**config.mk**
```make
export PLATFORM = sky130hd
export DESIGN_NAME = exec_dispatch
export DESIGN_NICKNAME = d
export VERILOG_FILES = /design/src/rtl/exec_dispatch.sv
export SDC_FILE = /design/constraint.sdc
export NUM_CORES = 1
export LEC_CHECK = 0
export CAP_MARGIN = 20
export CORE_ASPECT_RATIO = 0.9
export CORE_UTILIZATION = 45
export DETAILED_ROUTE_END_ITERATION = 10
export MAX_ROUTING_LAYER = met4
export PLACE_DENSITY = 0.65
export SYNTH_ARGS = -nofsm -noshare
export SYNTH_HDL_FRONTEND = slang
export SYNTH_SLANG_ARGS = --single-unit
```
**constraint.sdc**
```tcl
create_clock -name clk -period 4.4 [get_ports clk]
set_input_delay 0.66 -clock clk [delete_from_list [all_inputs] [get_ports clk]]
set_output_delay 0.66 -clock clk [all_outputs]
set_load 0.03 [all_outputs]
```
**src/rtl/exec_dispatch.sv**
```systemverilog
// Single-issue execution unit: mov/add/sub complete in one cycle, mul runs an iterative shift-add.
// Define EXEC_DISPATCH_SAT_EN to saturate overflowing results instead of wrapping.
module exec_dispatch #(
    parameter int WIDTH = 8,
    parameter int SIZE  = 64
) (
    input  logic                     clk,
    input  logic                     rst_n,
    input  logic                     in_valid,
    output logic                     in_ready,
    input  logic [1:0]               in_op,
    input  logic [WIDTH-1:0]         in_src1,
    input  logic [WIDTH-1:0]         in_src2,
    input  logic [$clog2(SIZE)-1:0]  in_dst_addr,
    output logic                     out_valid,
    input  logic                     out_ready,
    output logic [WIDTH-1:0]         out_data,
    output logic [$clog2(SIZE)-1:0]  out_dst_addr,
    output logic                     out_ovf,
    output logic                     busy
);

    // Handshake: a transfer happens on a rising edge where valid and ready are both high;
    // valid never depends on ready, and a presented result holds steady until taken.

    localparam int CW = $clog2(WIDTH + 1);

    localparam logic [1:0] OP_MOV = 2'b00;
    localparam logic [1:0] OP_MUL = 2'b01;
    localparam logic [1:0] OP_ADD = 2'b10;
    localparam logic [1:0] OP_SUB = 2'b11;

    typedef enum logic [1:0] {
        IDLE = 2'd0,
        MUL  = 2'd1,
        DONE = 2'd2
    } state_t;

    state_t state, state_next;

    logic [CW-1:0]      cnt;
    logic [2*WIDTH-1:0] acc;
    logic [2*WIDTH-1:0] mcand;
    logic [WIDTH-1:0]   mplier;
    logic [2*WIDTH-1:0] prod;
    logic               accept;
    logic               mul_last;

    logic [WIDTH:0]     add_full;
    logic [WIDTH-1:0]   fast_data;
    logic               fast_ovf;
    logic [WIDTH-1:0]   mul_data;
    logic               mul_ovf;

    assign in_ready  = (state == IDLE) || ((state == DONE) && out_ready);
    assign accept    = in_valid && in_ready;
    assign out_valid = (state == DONE);
    assign busy      = (state != IDLE);
    assign mul_last  = (cnt == CW'(WIDTH - 1));
    // Partial product including this cycle's multiplier bit; on the last step it is the final product.
    assign prod      = acc + (mplier[0] ? mcand : '0);

    always_comb begin
        add_full  = {1'b0, in_src1} + {1'b0, in_src2};
        fast_data = in_src1;
        fast_ovf  = 1'b0;
        case (in_op)
            OP_ADD: begin
                fast_data = add_full[WIDTH-1:0];
                fast_ovf  = add_full[WIDTH];
`ifdef EXEC_DISPATCH_SAT_EN
                if (add_full[WIDTH]) fast_data = '1;
`endif
            end
            OP_SUB: begin
                fast_data = in_src1 - in_src2;
                fast_ovf  = (in_src1 < in_src2);
`ifdef EXEC_DISPATCH_SAT_EN
                if (in_src1 < in_src2) fast_data = '0;
`endif
            end
            default: begin
                fast_data = in_src1;
                fast_ovf  = 1'b0;
            end
        endcase
    end

    always_comb begin
        mul_ovf  = |prod[2*WIDTH-1:WIDTH];
        mul_data = prod[WIDTH-1:0];
`ifdef EXEC_DISPATCH_SAT_EN
        if (mul_ovf) mul_data = '1;
`endif
    end

    always_ff @(posedge clk or negedge rst_n) begin
        if (!rst_n) state <= IDLE;
        else        state <= state_next;
    end

    always_comb begin
        state_next = state;
        case (state)
            IDLE: begin
                if (accept) state_next = (in_op == OP_MUL) ? MUL : DONE;
            end
            MUL: begin
                if (mul_last) state_next = DONE;
            end
            DONE: begin
                if (accept)         state_next = (in_op == OP_MUL) ? MUL : DONE;
                else if (out_ready) state_next = IDLE;
            end
            default: state_next = IDLE;
        endcase
    end

    always_ff @(posedge clk or negedge rst_n) begin
        if (!rst_n) begin
            cnt          <= '0;
            acc          <= '0;
            mcand        <= '0;
            mplier       <= '0;
            out_data     <= '0;
            out_dst_addr <= '0;
            out_ovf      <= 1'b0;
        end else if (accept) begin
            out_dst_addr <= in_dst_addr;
            if (in_op == OP_MUL) begin
                mcand  <= {{WIDTH{1'b0}}, in_src1};
                mplier <= in_src2;
                acc    <= '0;
                cnt    <= '0;
            end else begin
                out_data <= fast_data;
                out_ovf  <= fast_ovf;
            end
        end else if (state == MUL) begin
            acc    <= prod;
            mcand  <= mcand << 1;
            mplier <= mplier >> 1;
            cnt    <= cnt + CW'(1);
            if (mul_last) begin
                out_data <= mul_data;
                out_ovf  <= mul_ovf;
            end
        end
    end

endmodule

```
Word level (Yosys, flattened, before mapping)

Cells that the tools add are included.

Register bits: 61

Reduce and logical (&&, ||, !) cells: 11
Multiplexer cells: 29
Magnitude comparators: 1
Add/subtract/negate cells: 4
Equal/unequal tests: 11

Operators by type and width:

| operator            | count |
|---|---|
| $mux 16             | 7 |
| $mux 8              | 7 |
| $add 16x16->16      | 1 |
| $pmux 8 s2          | 1 |
| $mux 4              | 3 |
| $mux 2              | 5 |
| $add 8x8->9         | 1 |
| $lt 8x8->1          | 1 |
| $reduce_or 8->1     | 1 |
| $sub 8x8->8         | 1 |
| $eq 2x2->1 const B  | 3 |
| $ne 2x2->1 const B  | 3 |
| $pmux 2 s3          | 1 |
| $reduce_and 3->1    | 2 |
| $reduce_bool 2->1   | 3 |
| $add 4x1->4 const B | 1 |
| $eq 2x1->1 const B  | 2 |
| $eq 4x3->1 const B  | 1 |
| $mux 1              | 4 |
| $ne 3x1->1 const B  | 1 |
| $logic_and 1x1->1   | 2 |
| $logic_not 2->1     | 1 |
| $ne 2x1->1 const B  | 1 |
| $pmux 1 s2          | 1 |
| other kinds (2)     | 2 |

Longest topological paths before layout

Gate-level depths: netlist (run 1).

Depth in word-level cells: 6
Gate-level depth with buffers: 12
Mapped depth without buffers: 12

Least setup slack after synthesis (run 1)

OpenSTA, ideal clock, no wires.

Path type: register to register
Start point: register mplier[0]
End point: register out_ovf
Data arrival time: 2.759 ns
Clock period less this slack: 2.890 ns
Cell stages (with the launch flop): 13
Path slack: 1.510 ns
Required time: 4.269 ns
Cell sequence: dfrtp_1 -> clkbuf_1 -> and2_1 -> ha_1 -> fa_1 -> a21oi_2 -> o211ai_4 -> a2111oi_4 -> o21bai_2 -> a21oi_2 -> xor2_1 -> nor4bb_1 -> a21oi_1

Word-level cells in the longest chain between the ends: 6

Ends and longest elaborated chain:

| what                     | line | text |
|---|---|---|
| start: declaration       | 44   | `logic [WIDTH-1:0] mplier;` |
| start signal: assignment | 132  | `mplier <= in_src2;` |
| start signal: assignment | 142  | `mplier <= mplier >> 1;` |
| $mux 16                  | 61   | `assign prod = acc + (mplier[0] ? mcand : '0);` |
| $add 16x16->16           | 61   |  |
| $reduce_or 8->1          | 90   | `mul_ovf = \|prod[2*WIDTH-1:WIDTH];` |
| $mux 1                   | 144  | `if (mul_last) begin` |
| $mux 1                   | 139  | `end else if (state == MUL) begin` |
| $mux 1                   | 128  | `end else if (accept) begin` |
| end signal: assignment   | 137  | `out_ovf <= fast_ovf;` |
| end signal: assignment   | 146  | `out_ovf <= mul_ovf;` |
| end: declaration         | 19   | `output logic out_ovf,` |

Every way passes these cells. The select of a mux whose other input is x is not followed.
A chain may end at the register's enable or synchronous reset.

Final worst setup path (run 1)

Ends and elaborated chain as after synthesis.

==> results of run 1 <==
## critical path: stages (launching register included)
cell	delay, ns
dfrtp_1	0.54
and2_1	0.22
ha_1	0.22
fa_1	0.43
a21oi_2	0.23
o211ai_4	0.13
a2111oi_4	0.42
o21bai_2	0.10
a21oi_2	0.15
xor2_1	0.18
nor4bb_1	0.29
a21oi_1	0.11
## state kept, by name (all words and copies together), names as in the netlist
register and cells:
acc 16, state 2, out_ovf 1, mcand 16
cnt 4, out_data 8, mplier 8, out_dst_addr 6
## cell usage after synthesis, types with 2 or more instances
master,n
xnor2_1,11
a22o_1,3
fa_1,3
o22ai_1,3
o211ai_1,4
mux2_2,4
nand3_1,8
buf_1,2
nand4_1,3
o31ai_1,6
a21oi_1,30
nand2b_1,5
a211oi_1,3
ha_1,32
mux2i_1,16
a21o_1,10
a21oi_2,2
o21ai_1,2
nor3_1,7
or3_1,2
nand2_1,88
nor2b_1,3
o21ai_0,50
nor2_1,21
inv_1,22
o21a_1,2
or2_2,4
clkbuf_1,17
dfrtp_1,61
a31oi_1,4
xor2_1,5
and2_1,15
## cell families (layout without fill, tap and decap cells)
kind of cell | count (synthesis) | in the layout
AO/OA/AOI/OAI | 132 | 132
adder cells (fa/ha/maj) | 35 | 35
flip-flops | 61 | 61
XOR/XNOR | 16 | 16
buffers and inverters | 41 | 91
AND/OR/NAND/NOR | 166 | 166
multiplexers | 20 | 20
## layer usage
metal / part of all wire / vias up
met5: 0 / -
li1: - / 1738
met4: 0.0090 / 0
met3: 0.060 / 8
met2: 0.45 / 91
met1: 0.48 / 1646
## metrics by stage
step | std cells | worst slack (ns) | util | power, mW
after global placement | 625 | 1.172 | 0.5384 | 2.231
after detailed placement | 625 | 1.108 | 0.5384 | 2.265
after floorplan | 471 | 1.510 | - | 1.805
after global routing | 640 | 0.9557 | 0.5612 | 2.972
after CTS | 640 | 1.233 | 0.5612 | 2.786
final | 640 | 1.242 | 0.5612 | 2.762
## cell type report
cell class / count / area (µm²) / share of cell area
clock inverters: 4 / 47.55 / 0.009706
repair buffers: 54 / 513.0 / 0.1047
clock buffers: 11 / 151.4 / 0.03091
well taps: 119 / 148.9 / 0.03040
flip-flops and latches: 61 / 1526 / 0.3116
multi-input cells: 369 / 2429 / 0.4958
inverters: 22 / 82.58 / 0.01686
## report_power, final
| part | internal, mW | switching [mW] |
|---|---|---|
| Clock | 0.287 | 0.224 |
| Sequential | 0.794 | 0.178 |
| Combinational | 0.520 | 0.759 |
| Total | 1.60 | 1.16 |
## worst max path at each step
| stage | to | slack (ns) |
|---|---|---|
| floorplan | out_ovf | 1.51 |
| global placement | out_data[5] | 1.17 |
| detailed placement | out_data[6] | 1.11 |
| CTS | out_ovf | 1.23 |
| global route | out_ovf | 0.96 |
| finish | out_ovf | 1.24 |
==> impl_results.md, run 1 <==
- Status: finished clean
- Tmin final: between 3 and 4 ns
- Crit path capture type: register
- Post-route cell area: between 4000 and 5000 µm²
- Layout net count: between 500 and 600
- Worst Skew: 0.007219 ns
- Peak Freq: between 0.3 and 0.4 GHz
- First-pass detailed-route iteration total: 4
- Pwr/cell area: approximately 560 nW/µm²
- Clk buf depth: 2
- Share of synthesized registers carrying an async set or reset: 1.000
- Relative slew slack: 0.4224
- Distinct cells, synth: 55
- Synth-to-Final Area Change: 19.29%
- CP Launch Point: mplier[0]
- CTS tree: yes
- Register area share after synthesis: 0.3717
- Die area: between 9000 and 10,000 µm²
- WS Path Type: register to register
- Vias/cell: approximately 5.4
- DRC violations left: 0
- Main combinational cell family by area after synthesis: compound AO/OA/AOI/OAI gates
- Cell count after synthesis: about 470
- Worst Path Required: approximately 4.6 ns
- Avg Cell Area, Syn: a little under 9 µm²
- Yosys reg bits: between 60 and 70
- Final Hold Fails: 0
- Lkg Pwr: between 2 and 2.5 nW
- WHS: 0.4355 ns
- Cell Area, Synth: around 4000 µm²
- R2R setup slack: about 1.2 ns
- Area leader, netlist: dfrtp_1
- Clk Tree Root Cell: clkbuf_8
- Adder-Cell Fraction of Synth Area: 0.1121
- First-pass GRT wire length: approximately 16,000 µm
- GPL Wtd Cong: roughly 0.9
- DR iter-0 viols: roughly 150
- Total congestion overflow: 0
- XOR/XNOR share of the synthesized area: 0.03413
- Area after DPL: 4700 µm²
- RR Startpoint: mplier[0]
- Top_reg_cell synth: dfrtp_1
- Top post-synthesis cells by area: dfrtp_1 37%, ha_1 9.8%, nand2_1 8.0%
- Row count: 32
- GRT Total Usage: 0.2317
- Setup TNS: 0 ns
- Mux share of post-synthesis cell area: 0.04997
- Layout cells sized above 1: 0.09021
- Post-CTS Setup Inserts: 0
- Gr busiest metal: met1
- Synth Area in Simple Gates: 0.1892
- Number of synthesized flops with an enable pin: 0
- Yosys warning count: 0
- Via Count: between 3,000 and 4,000
- Min-delay worst type: input pin to async pin
- Hold Buf Count CTS: 0
- Commonest non-fill, non-tap cell in the layout: nand2_1
- DP HPWL: around 7600 µm
- Post-CTS resize count: 0
- Worst path arrival time: about 3.4 ns
- DRT Wirelength: between 10,000 and 15,000 µm
- TritonCTS Buffers: 9
- Max Cap Viol: 0
- Initial cell density of the core: 0.4705
- Capture instance of the worst register-to-register path: out_ovf
- Die Width: 102.7 µm
- VDD IR max: between 0.2 and 0.3 mV
- Top cell type's share of synthesized area: 0.3717
- Commonest non-fill, non-tap cells in the layout: 88 x nand2_1, 61 x dfrtp_1, 50 x o21ai_0
- Top Ports: 46
- Max-slew violations: 0
- H-Tree Depth: 3
- Register clock-pin slew on the reported worst setup and hold paths: ~0.070 ns
- Startpoint type of the worst setup path: register
- Antenna cells: 0
- Met3 Track Usage GR: 0.03698
- Synth Area in Compound Gates: 0.2054
- Unrepaired setup endpoints after global routing: no
- Initial antenna violation count: 0
- GRT met1 Usage: 0.3380
- Antenna-violating nets left: 0
- Fillcell total: about 840
- Crit Path Max Fanout: 17
- I/O Buffers: 45
- Grt met2 use: 0.3294
- Final Setup Violations: 0
- WL per Instance: between 15 and 20 µm
- FF-to-FF path depth: 11
- Clock Latency Late Sink: ~0.33 ns
- Tcrit/Tclk final: 0.7178
- Worst-Margin Slew: between 0.8 and 0.9 ns
- Syn Nets: roughly 530
- Die Ht: between 90 and 100 µm
- Core area: slightly below 9000 µm²
- Largest net degree at the start of global routing: 38
- Vias in the first global route: 3,258
- Clock sinks: 61
Note: power is estimated with default switching activity, not from simulation.
==> run 2, diff against run 1 <==
PLACE_DENSITY = 0.68   (was 0.65)
clock period = 2.8 ns   (was 4.4 ns; I/O delays follow)
==> run 2 against run 1 <==
Net effect:
- utilization increased by 5.5 points
- clock-buffer cell count up 2
- sequential power rose by 55%
==> impl_results.md, run 2 (synthesized netlist as in run 1, its figures left out) <==
- Worst Skew: 0.01032 ns (+0.003101 ns)
- Layout cells sized above 1: 0.1805 (+0.09032)
- FF-to-FF path depth: 12 (+1)
- Crit path cell chain: and2_1 > ha_2 > fa_2 > a21oi_4 > o211ai_4 > a2111oi_4 > buf_4 > o21bai_2 > a21oi_2 > xor2_1 > nor4bb_2 > a21oi_1
- VDD IR max: 0.4097 mV (+64%)
- Max-slew violations: 0 (unchanged)
- DR iter-0 viols: 192 (+25%)
- Clock sinks: 61 (unchanged)
- Vias/cell: 5.488 (+0.85%)
- Tmin final: 2.753 ns (-0.4054 ns)
- Biggest regs: acc: 16 flops, mcand: 16 flops
- Tcrit/Tclk final: 0.9831 (+0.2654)
- Commonest non-fill, non-tap cell in the layout: nand2_1
- Top Ports: 46 (unchanged)
- Die area: 9512 µm² (unchanged)
- Core area: 8728 µm² (unchanged)
- Vias in the first global route: 3,487 (+7.0%)
- Largest net degree at the start of global routing: 33 (-13%)
- Clk buf depth: 2 (unchanged)
- Area after DPL: 5045 µm² (+7.3%)
- Post-route cell area: 5381 µm² (+9.9%)
- Unrepaired setup endpoints after global routing: yes
- Clock Latency Late Sink: 0.34 ns (about the same)
- Power Total: 4.827 mW (+75%)
- Antenna cells: 0 (unchanged)
- DRC violations left: 0 (unchanged)
- Worst path arrival time: 2.98 ns (-0.39 ns)
- Max Cap Viol: 0 (unchanged)
- First-pass detailed-route iteration total: 4 (unchanged)
- Setup TNS: 0 ns (unchanged)
- CTS tree: yes
- Min-delay worst type: input pin to async pin
- Row count: 32 (unchanged)
- Antenna-violating nets left: 0 (unchanged)
- Via Count: 3,754 (+7.8%)
- CP max-delay cell: dfrtp_1
- Fillcell total: 785 (-6.3%)
- WS Path Type: register to register
- First-pass GRT wire length: 16,970 µm (+3.3%)
- GRT Total Usage: 0.2405 (+0.008798)
- Crit path capture type: register
- Lkg Pwr: 2.504 nW (+10%)
- Startpoint type of the worst setup path: register
- Layout net count: 623 (+7.4%)
- Final worst slack: 0.04729 ns (-1.195 ns)
- I/O Buffers: 45 (unchanged)
- DP HPWL: 7871 µm (+3.7%)
- DRT Wirelength: 10,650 µm (+5.7%)
- Crit path largest cell delay: 0.38 ns (-0.16 ns)
- Total congestion overflow: 0 (unchanged)
- Status: finished clean
- Die Width: 102.7 µm (unchanged)
- Worst-Margin Slew: 0.7717 ns (-0.09469 ns)
- Relative slew slack: 0.4855 (+0.06313)
- Synth-to-Final Area Change: 31.05%
- Final Setup Violations: 0 (unchanged)
- GPL Wtd Cong: 0.9074 (+3.0%)
- Final core utilization: 0.6165 (+0.05533)
- Die Ht: 92.63 µm (unchanged)
- Crit Path Max Fanout: 3 (-14)
- Commonest non-fill, non-tap cells in the layout: 88 x nand2_1, 61 x dfrtp_1, 50 x o21ai_0, 50 x buf_4, 44 x clkdlybuf4s50_1
- Clk Tree Root Cell: clkbuf_8
- Initial cell density of the core: 0.4705 (unchanged)
- Worst Path Required: 3.03 ns (-1.58 ns)
- Final Hold Fails: 0 (unchanged)
- Initial antenna violation count: 0 (unchanged)
- Pwr/cell area: 896.9 nW/µm² (+59%)
- Register clock-pin slew on the reported worst setup and hold paths: 0.07 ns (about the same)
- WL per Instance: 15.57 µm (-1.1%)
- TritonCTS Buffers: 9 (unchanged)
- H-Tree Depth: 3 (unchanged)
- Dpl ws: -0.1098 ns (-1.218 ns)
- Peak Freq: 0.3633 GHz (+15%)
## run 2: worst paths after layout
| path | startpoint | end | slack, ns |
|---|---|---|---|
| setup reg to reg | mcand[0] | out_ovf | 0.05 |
| hold / removal | rst_n | mcand[15] | 0.15 |
| setup / recovery | mcand[0] | out_ovf | 0.05 |
| min in group clk | out_dst_addr[2] | out_dst_addr[2] | 0.47 |
| max in group asynchronous | rst_n | acc[3] | 1.90 |
| hold reg to reg | out_dst_addr[2] | out_dst_addr[2] | 0.47 |
## run 2: critical path: cells and delay by family, from the launching register on
family,cells,cell delay (ns)
xor gates and xnor gates,1,0.20
buffers and inverters,1,0.19
adders and majority gates,2,0.55
AOI/OAI and AO/OA,6,0.93
DFF,1,0.38
and+or+nand+nor,2,0.39
## run 2: cell type report
type	count	area (µm²)	area share
multi-input cells	369	2536	0.4713
flip-flops and latches	61	1526	0.2837
repair buffers	97	860.8	0.1600
clock buffers	13	158.9	0.02953
well taps	119	148.9	0.02767
inverters	22	82.58	0.01535
clock inverters	3	67.56	0.01256
## run 2: metrics by stage
stage	hold slack [ns]	cells
6_report	0.1525	684
5_1_grt	0.1947	684
4_1_cts	0.1647	682
3_5_place_dp	0.4615	666
3_3_place_gp	0.4557	666
2_1_floorplan	0.1244	471
## run 2: power breakdown
part	switching, mW	leakage, nW	internal, mW
clock network	0.357	0.110	0.551
logic	1.33	1.60	1.08
registers	0.260	0.796	1.25
total	1.95	2.50	2.88
## run 2: metal layers
| layer | routed length (µm) | GRT usage | up-vias | part of all wire |
|---|---|---|---|---|
| li1 | - | - | 1833 | - |
| met1 | 4996 | 0.3198 | 1816 | 0.47 |
| met2 | 4943 | 0.3672 | 97 | 0.46 |
| met3 | 635 | 0.06566 | 8 | 0.060 |
| met4 | 74 | 0.04881 | 0 | 0.0069 |
| met5 | 0 | - | - | 0 |
## run 2: what timing repair did
action / CTS / global route
pin swaps: 3 / 15
resized for setup: 5 / 8
endpoints found under the setup margin: 2 / 4
hold buffers: 0 / 0
endpoints found under the hold margin: 0 / 0
setup buffers: 0 / 3
==> run 3, diff against run 2 <==
CORE_MARGIN = 10   (was not set)
==> run 3 against run 2 <==
Net effect:
- the flow now finishes with violations (negative setup slack)
- via count fell by 0.93%
- die area rose by 40%
- critical path depth fell by 2
- global-route usage fell by 7.4 points
- clock-buffer cell count fell by 3
- clock skew fell by 0.0018 ns
- register-to-register slack got worse by 0.10 ns
- final cell count fell by 0.88%
- first-iteration DRC count rose by 46%
- combinational power fell by 2%
- clock power fell by 2%
- highest routed layer unchanged
==> impl_results.md, run 3 (synthesized netlist as in run 1, its figures left out) <==
- Crit path largest cell delay: 0.53 ns (+0.15 ns)
- Clock Power Share: 0.187 (about the same)
- Sequential power share: 0.317 (+0.005)
- Die Width: 120.7 µm (+18%)
- Crit Path Max Fanout: 4 (+1)
- Top Ports: 46 (unchanged)
- H-Tree Depth: 3 (unchanged)
- Register area: 1526 µm² (unchanged)
- Biggest regs: acc: 16 flops, mcand: 16 flops
- I/O Buffers: 45 (unchanged)
- Antenna-violating nets left: 0 (unchanged)
- Worst Skew: 0.008500 ns (-0.001820 ns)
- Max Cap Viol: 0 (unchanged)
- Worst path bufs/invs: 0 (-1)
- Peak Freq: 0.3501 GHz (-3.6%)
- Layout cells sized above 1: 0.1843 (+0.003727)
- Vias/cell: 5.485 (about the same)
- CP max-delay cell: a2111oi_4
- Worst-Margin Slew: 0.7936 ns (+0.02187 ns)
- Register clock-pin slew on the reported worst setup and hold paths: 0.07 ns (about the same)
- Failing checks: negative setup slack
- Die area: 13,350 µm² (+40%)
- Min-delay worst type: input pin to async pin
- Final Hold Fails: 0 (unchanged)
- Commonest non-fill, non-tap cell in the layout: nand2_1
- NetSw: 1.957 mW (+0.59%)
- Top delay family on crit path: compound AO/OA/AOI/OAI gates
- WS Path Type: register to register
- Multi-input gate area: 2570 µm² (+1.3%)
- Total congestion overflow: 0 (unchanged)
- Core area: 8728 µm² (unchanged)
- Pwr/cell area: 890.9 nW/µm² (-0.67%)
- Unrepaired setup endpoints after global routing: yes
- Initial cell density of the core: 0.4705 (unchanged)
- DRT Wirelength: 11,000 µm (+3.3%)
- Largest net degree at the start of global routing: 62 (+88%)
- Synth-to-Final Area Change: 30.41%
- WL per Instance: 16.22 µm (+4.2%)
- Initial antenna violation count: 0 (unchanged)
- Clock Latency Late Sink: 0.34 ns (about the same)
- GPL Wtd Cong: 0.9035 (-0.43%)
- TritonCTS Buffers: 9 (unchanged)
- Crit path capture type: register
- Clk Tree Root Cell: clkbuf_8
- DRC violations left: 0 (unchanged)
- Comb power frac: 0.496 (-0.004)
- Vias in the first global route: 3,655 (+4.8%)
- Worst Path Required: 3.02 ns (about the same)
- Layout net count: 617 (-0.96%)
- First-pass GRT wire length: 17,930 µm (+5.7%)
- First-pass detailed-route iteration total: 5 (+1)
- Crit path cell chain: and2_1 > ha_2 > fa_2 > a21oi_4 > o211ai_4 > a2111oi_4 > o31ai_1 > xnor2_1 > nor4bb_2 > a21oi_1
- Tcrit/Tclk final: 1.020 (+0.03710)
- Commonest non-fill, non-tap cells in the layout: 88 x nand2_1, 61 x dfrtp_1, 50 x o21ai_0
- Power Total: 4.771 mW (-1.2%)
- Die Ht: 110.6 µm (+19%)
- Row count: 32 (unchanged)
- Lkg Pwr: 2.473 nW (-1.2%)
- Tmin final: 2.857 ns (+0.1039 ns)
- Net Sw Frac: 0.4101 (+0.007133)
- Via Count: 3,719 (-0.93%)
- Clk buf depth: 2 (unchanged)
- VDD IR max: 0.4569 mV (+12%)
- DR iter-0 viols: 281 (+46%)
- Worst path arrival time: 3.08 ns (+0.10 ns)
- Final Setup Violations: 1 (+1)
- Final worst slack: -0.05660 ns (-0.1039 ns)
- Max-slew violations: 0 (unchanged)
- GRT Total Usage: 0.1668 (-0.07377)
- Antenna cells: 0 (unchanged)
- CTS tree: yes
- DP HPWL: 8106 µm (+3.0%)
- Startpoint type of the worst setup path: register
- Setup TNS: -0.05660 ns (-0.05660 ns)
- Internal: 2.814 mW (-2.3%)
- Clock sinks: 61 (unchanged)
- Status: finished, violations left
- Fillcell total: 771 (-1.8%)
- Relative slew slack: 0.4710 (-0.01458)
-- run 3: changes by cell type in the layout (fill, tap and decap cells not counted), sizes merged --
cell    delta
buf        -6
clkbuf     -3
clkinv     +3
-- run 3: final timing paths --
| path | from | end | slack, ns | depth (start not counted) |
|---|---|---|---|---|
| setup / recovery | mcand[0] | out_ovf | -0.06 | 10 |
| hold / removal | rst_n | acc[15] | 0.25 | 2 |
| setup reg to reg | mcand[0] | out_ovf | -0.06 | 10 |
| hold reg to reg | out_dst_addr[0] | out_dst_addr[0] | 0.48 | 2 |
| max in group asynchronous | rst_n | acc[4] | 2.04 | 2 |
| min in group clk | out_dst_addr[0] | out_dst_addr[0] | 0.48 | 2 |
-- run 3: final cells by class --
type,count,share of cell area
Sequential cell,61,0.2850
Clock inverter,6,0.01612
Timing Repair Buffer,91,0.1500
Tap cell,119,0.02780
Inverter,22,0.01542
Clock buffer,10,0.02570
Multi-Input combinational cell,369,0.4799
-- run 3: through the flow --
step / cells / area, µm² / hold slack [ns] / worst slack (ns) / util
after floorplan: 471 / 4120 / 0.1244 / 0.003684 / -
after global placement: 660 / 4987 / 0.4566 / -0.04293 / 0.5714
after detailed placement: 660 / 4987 / 0.4668 / -0.1209 / 0.5714
after CTS: 679 / 5259 / 0.2773 / 0.0006111 / 0.6025
after global routing: 678 / 5355 / 0.3189 / -0.1887 / 0.6135
final: 678 / 5355 / 0.2524 / -0.05660 / 0.6135
-- run 3: power by group through the flow --
stage / clock, mW / combinational (mW) / sequential, mW
floorplan: 0 / 1.20 / 1.65
global placement: 0 / 2.21 / 1.50
detailed placement: 0 / 2.25 / 1.51
CTS: 0.909 / 2.31 / 1.50
global route: 0.950 / 2.60 / 1.56
finish: 0.893 / 2.37 / 1.51
-- run 3: routing by layer --
metal	wire length, µm	vias to the layer above	track usage	part of all wire
met5	0	-	-	0
met4	96	0	0.04000	0.0087
met3	764	14	0.04474	0.069
met2	5048	125	0.2472	0.46
met1	5089	1769	0.2211	0.46
li1	-	1811	-	-
-- run 3: timing repair --
item / CTS / global route
gates resized for setup: 4 / 15
pin swaps: 7 / 11
setup buffers: 3 / 0
gates cloned: 0 / 0
hold buffers: 0 / 0
endpoints found under the setup margin: 1 / 3
